$ cat config.mk
export PLATFORM = sky130hd
export DESIGN_NAME = score_keeper_flat
export DESIGN_NICKNAME = d
export VERILOG_FILES = /design/src/rtl/score_keeper_pkg.sv /design/src/rtl/score_keeper_if.sv /design/src/rtl/score_bcd.sv /design/src/rtl/score_keeper.sv /design/src/flat_wrapper.sv
export SDC_FILE = /design/constraint.sdc
export NUM_CORES = 1
export LEC_CHECK = 0
export ABC_CLOCK_PERIOD_IN_PS = 9600
export CAP_MARGIN = 20
export CORE_MARGIN = 1
export CORE_UTILIZATION = 36
export DETAILED_ROUTE_END_ITERATION = 8
export SLEW_MARGIN = 0
export SYNTH_ARGS = -nofsm -noshare
export SYNTH_HDL_FRONTEND = slang
export SYNTH_SLANG_ARGS = --single-unit
$ cat constraint.sdc
create_clock -name segclk -period 9.6 [get_ports segclk]
set_input_delay 0.96 -clock segclk [delete_from_list [all_inputs] [get_ports segclk]]
set_output_delay 0.96 -clock segclk [all_outputs]
set_load 0.01 [all_outputs]
$ cat src/rtl/score_keeper_pkg.sv
// Shared game definitions for the diamond score keeper.
// The FSM states, default sizing and the BCD helper used by the display path live here.
package score_keeper_pkg;

  localparam int NUM_DIAMONDS_DEF = 16;
  localparam int SCORE_W_DEF      = 5;
  localparam int IDX_W            = 4;
  localparam int MASK_W           = 16;

  typedef enum logic [1:0] {
    ST_IDLE = 2'd0,
    ST_PLAY = 2'd1,
    ST_DONE = 2'd2
  } game_state_e;

  // Scores never exceed 16, so a plain divide by a constant stays tiny in logic.
  function automatic logic [7:0] bin_to_bcd(input logic [4:0] bin);
    logic [3:0] tens_v;
    logic [3:0] ones_v;
    tens_v = 4'(bin / 5'd10);
    ones_v = 4'(bin % 5'd10);
    return {tens_v, ones_v};
  endfunction

endpackage

$ cat src/rtl/score_keeper_if.sv
// Collect-event handshake between the game logic (master) and the score keeper (slave).
interface score_keeper_if;
  import score_keeper_pkg::*;

  logic             collect_valid;
  logic [IDX_W-1:0] collect_idx;
  logic             collect_ready;

  modport master (
    output collect_valid,
    output collect_idx,
    input  collect_ready
  );

  modport slave (
    input  collect_valid,
    input  collect_idx,
    output collect_ready
  );

endinterface

$ cat src/rtl/score_bcd.sv
// Registered binary-to-BCD converter for scores 0..16.
// Fed with the next score value so its digits land on the same edge as the score register.
module score_bcd
  import score_keeper_pkg::*;
#(
  parameter int SCORE_W = SCORE_W_DEF
) (
  input  logic               clk,
  input  logic [SCORE_W-1:0] bin_d,
  output logic [3:0]         tens,
  output logic [3:0]         ones
);

  logic [3:0] tens_d;
  logic [3:0] ones_d;
  logic [3:0] tens_q;
  logic [3:0] ones_q;

  always_comb begin
    tens_d = 4'd0;
    ones_d = 4'd0;
    {tens_d, ones_d} = bin_to_bcd(5'(bin_d));
  end

  always_ff @(posedge clk) begin
    tens_q <= tens_d;
    ones_q <= ones_d;
  end

  assign tens = tens_q;
  assign ones = ones_q;

endmodule

$ cat src/rtl/score_keeper.sv
// Diamond score keeper: tracks which diamonds were collected in the current game,
// keeps a saturating score and its BCD digits for the seven-segment display.
module score_keeper
  import score_keeper_pkg::*;
#(
  parameter int NUM_DIAMONDS = NUM_DIAMONDS_DEF,
  parameter int SCORE_W      = SCORE_W_DEF
) (
  input  logic               segclk,
  input  logic               reset,
  input  logic               start,
  score_keeper_if.slave      col,
  output logic [SCORE_W-1:0] score,
  output logic [3:0]         tens,
  output logic [3:0]         ones,
  output logic               all_collected,
  output logic               reject
);

  localparam logic [SCORE_W-1:0] SCORE_MAX = SCORE_W'(NUM_DIAMONDS);
  localparam logic [IDX_W:0]     IDX_LIM   = (IDX_W + 1)'(NUM_DIAMONDS);

  game_state_e        state_q;
  game_state_e        state_d;
  logic [MASK_W-1:0]  mask_q;
  logic [MASK_W-1:0]  mask_d;
  logic [SCORE_W-1:0] score_q;
  logic [SCORE_W-1:0] score_d;
  logic               all_collected_q;
  logic               all_collected_d;
  logic               reject_q;
  logic               reject_d;
  logic               accept;
  logic               idx_ok;
  logic               already;
  logic [SCORE_W-1:0] disp_bin;

  // Ready is the only combinational output: start pre-empts any offered event.
  assign col.collect_ready = (state_q == ST_PLAY) && !start;
  assign accept            = col.collect_valid && col.collect_ready;
  assign idx_ok            = {1'b0, col.collect_idx} < IDX_LIM;
  assign already           = mask_q[col.collect_idx];

  always_comb begin
    state_d  = state_q;
    mask_d   = mask_q;
    score_d  = score_q;
    reject_d = 1'b0;
    if (start) begin
      state_d = ST_PLAY;
      mask_d  = '0;
      score_d = '0;
    end else if (accept) begin
      if (!idx_ok || already) begin
        reject_d = 1'b1;
      end else if (score_q != SCORE_MAX) begin
        mask_d[col.collect_idx] = 1'b1;
        score_d                 = score_q + SCORE_W'(1);
        if (score_d == SCORE_MAX) begin
          state_d = ST_DONE;
        end
      end
    end
    all_collected_d = (state_d == ST_DONE);
  end

  always_ff @(posedge segclk) begin
    if (reset) begin
      state_q         <= ST_IDLE;
      mask_q          <= '0;
      score_q         <= '0;
      all_collected_q <= 1'b0;
      reject_q        <= 1'b0;
    end else begin
      state_q         <= state_d;
      mask_q          <= mask_d;
      score_q         <= score_d;
      all_collected_q <= all_collected_d;
      reject_q        <= reject_d;
    end
  end

  // The display path sees the cleared value during reset so its digits never lag the score.
  assign disp_bin = reset ? '0 : score_d;

  score_bcd #(
    .SCORE_W (SCORE_W)
  ) u_bcd (
    .clk   (segclk),
    .bin_d (disp_bin),
    .tens  (tens),
    .ones  (ones)
  );

  assign score         = score_q;
  assign all_collected = all_collected_q;
  assign reject        = reject_q;

endmodule

$ cat src/flat_wrapper.sv
// flat-port wrapper written by rule: the top's interface ports become plain ports
module score_keeper_flat import score_keeper_pkg::*;
#(
  parameter int NUM_DIAMONDS = NUM_DIAMONDS_DEF,
  parameter int SCORE_W      = SCORE_W_DEF
)
  (segclk, reset, start, score, tens, ones, all_collected, reject, col_collect_valid, col_collect_idx, col_collect_ready);
  score_keeper_if col_i ();
  input  logic segclk;
  input  logic reset;
  input  logic start;
  output logic [SCORE_W-1:0] score;
  output logic [3:0] tens;
  output logic [3:0] ones;
  output logic all_collected;
  output logic reject;
  input wire logic [$bits(col_i.collect_valid)-1:0] col_collect_valid;
  input wire logic [$bits(col_i.collect_idx)-1:0] col_collect_idx;
  output wire logic [$bits(col_i.collect_ready)-1:0] col_collect_ready;
  assign col_i.collect_valid = col_collect_valid;
  assign col_i.collect_idx = col_collect_idx;
  assign col_collect_ready = col_i.collect_ready;
  score_keeper #(.NUM_DIAMONDS(NUM_DIAMONDS), .SCORE_W(SCORE_W)) u_core (.segclk(segclk), .reset(reset), .start(start), .col(col_i), .score(score), .tens(tens), .ones(ones), .all_collected(all_collected), .reject(reject));
endmodule
### Yosys cells after proc, flatten, opt, wreduce, memory -nomap -nowiden

Cells that the tools add are included.

* divide/modulo/power cells: 2
* magnitude comparators: 2
* multipliers: 0
* add/subtract/negate cells: 1
* shift operators: 0
* bitwise operators: 3
* mux-type cells: 15
* reductions and logical operators: 7
* equal/unequal tests: 4

Operators by type and width (number)
* 2-to-1 mux 5 bit: 5
* OR 16 bit: 1
* 2-to-1 mux 2 bit: 5
* adder 5 x 1 -> 5 bit, second input constant: 1
* divider 5 x 4 -> 5 bit, second input constant: 1
* equality test 5 bit, second input constant: 1
* less-than comparator 4 x 5 -> 1 bit, second input constant: 1
* modulo 5 x 4 -> 5 bit, second input constant: 1
* inequality test 5 bit, second input constant: 1
* binary-select mux 1 bit (select 4 bit): 1
* demux 1 bit (select 4 bit): 1
* greater-or-equal comparator 4 x 1 -> 1 bit, second input constant: 1
* logical AND 1 bit: 3
* 2-to-1 mux 1 bit: 3
* AND reduction 3 bit: 1
* OR reduction 3 bit: 1
* equality test 2 x 1 -> 1 bit, second input constant: 1
* equality test 2 bit, second input constant: 1
* inverter 1 bit: 2
* OR reduction 2 bit: 1
* zero test 1 bit: 1

* latch bits: 0
* ROM bits: 0
* register bits after elaboration: 33
* memories kept: 0
* output and inout port bits: 16
* memory bits (writable): 0
* word-level logic and storage cells: 41
* input bits: 8

### Logic depth before layout (Yosys ltp)

* word-level depth: 8
* gate-level depth with buffers: 16

### Hierarchy

Synthesis repeated with hierarchy kept, for this count alone.

* cells, all modules: 200
* area, all modules: 1722.9 um2

Modules (own cells, without submodules)
* score_keeper: seq. area each 500.5 um2, cells each 153, area each 1355.0 um2, instances 1
* score_bcd: seq. area each 120.1 um2, cells each 47, area each 367.9 um2, instances 1

### Worst setup path before layout

No wires, ideal clock.

* path kind: input to register
* start point: input port col_collect_idx[1]
* end point: register u_core.u_bcd.ones_q[1], in the netlist u_core.u_bcd.ones[1]
* library setup time: 0.127 ns
* data required time: 9.473 ns
* buffers on the path: 1
* setup slack: 5.828 ns
* cell stages on the path: 15
* arrival time: 3.645 ns
* cells stage by stage: buf_6 -> mux2i_1 -> mux4_2 -> nor3b_2 -> o21ai_1 -> mux2i_2 -> inv_1 -> ha_1 -> nor2b_4 -> nor2b_2 -> xnor2_1 -> ha_1 -> a211oi_2 -> o21a_2 -> xnor2_1

* longest elaborated chain between the ends: 7

RTL lines
* start: declaration: line flat_wrapper.sv:18 `input wire logic [$bits(col_i.collect_idx)-1:0] col_collect_idx;`
* binary-select mux 1 bit (select 4 bit): line score_keeper.sv:42 `assign already = mask_q[col.collect_idx];`
* 2-to-1 mux 1 bit (implied by the code): line score_keeper.sv:42
* 2-to-1 mux 5 bit: line score_keeper.sv:54 `if (!idx_ok || already) begin`
* 2-to-1 mux 5 bit: line score_keeper.sv:53 `end else if (accept) begin`
* 2-to-1 mux 5 bit: line score_keeper.sv:49 `if (start) begin`
* 2-to-1 mux 5 bit
* net u_core.disp_bin[2]: line score_keeper.sv:36 `logic [SCORE_W-1:0] disp_bin;`
* modulo 5 x 4 -> 5 bit: line score_keeper_pkg.sv:21 `ones_v = 4'(bin % 5'd10);`
* net u_core.u_bcd.ones_d[1]: line score_bcd.sv:15 `logic [3:0] ones_d;`
* end signal: assignment: line score_bcd.sv:27 `ones_q <= ones_d;`
* end: declaration: line score_bcd.sv:17 `logic [3:0] ones_q;`

The timed path passes the listed nets, and every way through them passes these cells. The select of a mux whose other input is x is not followed.
A chain may end at the register's enable or synchronous reset.

### Worst setup path after layout

Ends and elaborated chain as after synthesis.

==> flow_summary_export.csv <==
group,metric,value,unit
layout,num_antenna_cells,0,
power,irDropWorstVdd,0.0654,mV
setup_path,slowest_delay,0.92,ns
worst_hold_path,worstHoldPathType,"flop to flop",
outcome,status,"complete, no violations",
setup_path,cp.arrival,4.76,ns
timing,fmax,0.217,GHz
setup_path,endpoint_kind,"flop",
setup_path,path_buf_inv,2,
timing,period_needed,4.61,ns
layout,area_delta_synth_final,19.4,%
timing,finalClockSkew,0.00610,ns
logic_synthesis,syn-mean-instance-area,8.87,um2
timing,final_max_slew_viol_count,0,
clock_tree,cts_tree,"yes",
clock_tree,cts_buffer_depth,2,
global_route,grt-ovfl-total,0,
setup_path,path_delay_family,"buffers and inverters",
die,ios,24,
clock_tree,clock_latency,0.28,ns
worst_hold_path,holdCritStartpoint,"u_core.mask_q[15]$_SDFFE_PP0P_",
layout,layout_common_cells,"dfxtp_1 (30), nor2_1 (28), clkdlybuf4s50_1 (21)",
global_route,first_global_vias,1231,
setup_path,rr_worst_depth,14,
clock_tree,cts_sinks,30,
layout,fillCellCount,397,
layout,stdcell_count,246,
run,maxCapViolCount,0,
setup_path,critical_path_class,"input pin to flop",
die,die_y,67.9,um
die,start_util,38.2,%
logic_synthesis,yosys_warnings,0,
logic_synthesis,syn_inst,176,
setup_path,worst_setup_path_start_kind,"input pin",
power,p_leak,0.697,nW
detailed_routing,routed_via_density,5.21,
global_route,grt_pass1_wl,5.46,mm
timing,worst_pin_slew,0.695,ns
die,coreArea,0.00409,mm2
placed_design,placedCellCount,238,
timing,whs,0.471,ns
timing,hold_violations,0,
logic_synthesis,synth-seq-cells,30,
setup_path,path_cells,"clkdlybuf4s50_1 -> mux2i_1 -> mux4_2 -> nor3b_2 -> o21ai_1 -> mux2i_2 -> inv_1 -> ha_1 -> nor2b_4 -> nor2b_2 -> xnor2_1 -> ha_1 -> a211oi_2 -> o21a_2 -> xnor2_1",
placed_design,numPortBuffers,21,
setup_path,rr_startpoint,"u_core.mask_q[14]$_SDFFE_PP0P_",
setup_path,cpMaxStageDelayCell,"clkdlybuf4s50_1",
clock_tree,cts-buffers-inserted,5,
logic_synthesis,yosysSeqAreaShare,38.5,%
setup_path,critPathMaxFanout,15,
die,die-area,0.00460,mm2
timing,finalSetupViolCount,0,
layout,fin_util,45.6,%
timing,relSlewSlack,53.5,%
placed_design,gp_congestion,0.838,
global_route,grt_usage,16.1,%
timing,rsz0062_at_grt,"false",
global_route,antenna_found_initial,0,
logic_synthesis,async_reset_ff_share,0,%
global_route,grt_max_degree,24,
setup_path,crit_required,9.76,ns
placed_design,dpl.hpwl,2.29,mm
logic_synthesis,synth_edf_count,0,
detailed_routing,drt_iter0_markers,83,
clock_tree,hold_buffers,0,
timing,period_share,48.0,%
clock_tree,cts_htree_levels,2,
timing,setup_tns,0,ns
power,p_per_area,131,mW/mm2
die,die_x,67.9,um
die,row_count,23,
clock_tree,cts_resized,0,
layout,drive_gt1_share,11.2,%
logic_synthesis,yosysUniqueCellTypes,42,
detailed_routing,vias,1281,
clock_tree,cts_setup_buffers,0,
clock_tree,cts_root_buf,"clkbuf_8",
layout,layout_commonest_cell,"dfxtp_1",
detailed_routing,ant_nets,0,
logic_synthesis,synthFlopType,"dfxtp_1",
setup_path,r2r_setup_slack,6.37,ns
clock_tree,clk_pin_slew,0.06,ns
logic_synthesis,synth.cell_area,0.00156,mm2
worst_hold_path,min_to,"u_core.mask_q[15]$_SDFFE_PP0P_",
detailed_routing,first_pass_iters,4,
detailed_routing,wire_per_inst,12.8,um
detailed_routing,routed_wl,3.16,mm
layout,nets,210,
worst_hold_path,holdPathStages,2,
power,finalPower,0.000245,W
setup_path,timing.rr.end,"u_core.u_bcd.ones[1]$_DFF_P_",
detailed_routing,drc,0,
## sequential cells by signal, indices dropped and copies added (netlist names)
| register | cells |
|---|---|
| u_core.mask_q | 16 |
| u_core.score | 5 |
| u_core.u_bcd.ones | 3 |
| u_core.state_q | 2 |
| u_core.u_bcd.tens | 2 |
| u_core.all_collected | 1 |
| u_core.reject | 1 |
## routing by layer
metal | vias up | part of all wire, % | routed length (um) | track usage [%]
met5 | - | 0 | 0 | 0
met4 | 0 | 1.8 | 57 | 7.55
met3 | 7 | 4.6 | 144 | 4.83
met2 | 30 | 46 | 1460 | 25.1
met1 | 605 | 47 | 1500 | 20.1
li1 | 639 | - | - | -
## final cells by class
cell class	count	area [um2]	share of cell area (%)
Clock buffer	7	86.3	4.63
Clock inverter	1	5.00	0.268
Inverter	11	41.3	2.21
Multi-Input combinational cell	126	858	46.0
Sequential cell	30	601	32.2
Tap cell	50	62.6	3.36
Timing Repair Buffer	21	210	11.3
## metrics by stage
stage | cell area [um2] | setup slack [ns]
after floorplan | 1570 | 5.83
after CTS | 1860 | 4.96
after global placement | 1770 | 4.81
final | 1860 | 4.99
after global routing | 1860 | 4.72
after detailed placement | 1770 | 4.67
## Yosys cell counts (all sizes together) (3+ instances only)
cell type  count  share of area [%]
a21oi         16                5.1
a22oi          3                1.8
a31oi          5                2.0
buf            5                2.9
clkbuf         5                1.3
dfxtp         30                 38
ha             7                5.6
inv           11                2.6
mux2i         12                8.2
nand2          8                1.9
nand3          4                1.3
nor2          28                6.7
nor2b          5                2.6
nor3           6                1.9
nor3b          3                2.1
nor4           3                1.2
o21ai          3                1.2
xnor2          5                2.8
## worst reg2reg max path, delay by kind of cell (launching register included)
family	cells	cell delay, ns
mux	3	0.90
compound gates	3	0.49
fa+ha+maj	2	0.48
simple gates	3	0.39
xor+xnor	2	0.38
flops	1	0.34
buf+inv	1	0.13
## report_power, final
group	switching [W]	internal, W	total (W)	leakage [nW]
clock	0.0000445	0.0000577	0.000102	0.0482
sequential	0.000000442	0.000125	0.000125	0.242
combinational	0.0000102	0.00000689	0.0000171	0.407
## how the worst max path moves through the flow
stage	start	endpoint	slack, ns	cells past startpoint
floorplan	col_collect_idx[1]	u_core.u_bcd.ones[1]$_DFF_P_	5.83	15
CTS	col_collect_idx[1]	u_core.u_bcd.ones[1]$_DFF_P_	4.96	15
finish	col_collect_idx[1]	u_core.u_bcd.ones[1]$_DFF_P_	4.99	15
global placement	col_collect_idx[1]	u_core.u_bcd.ones[1]$_DFF_P_	4.81	15
detailed placement	col_collect_idx[1]	u_core.u_bcd.ones[2]$_DFF_P_	4.67	14
global route	col_collect_idx[1]	u_core.u_bcd.ones[2]$_DFF_P_	4.72	15
## cell families (layout without fill, tap and decap cells)
family,count (synthesis),after routing,synth area share [%]
AOI/OAI and AO/OA,34,34,14.7
muxes,14,14,10.3
adders and majority gates,7,7,5.61
other,1,2,0.240
xor gates and xnor gates,5,5,2.80
DFF,30,30,38.5
and+or+nand+nor,64,64,21.0
buffers and inverters,21,40,6.81
Note: power is estimated with default switching activity, not from simulation.
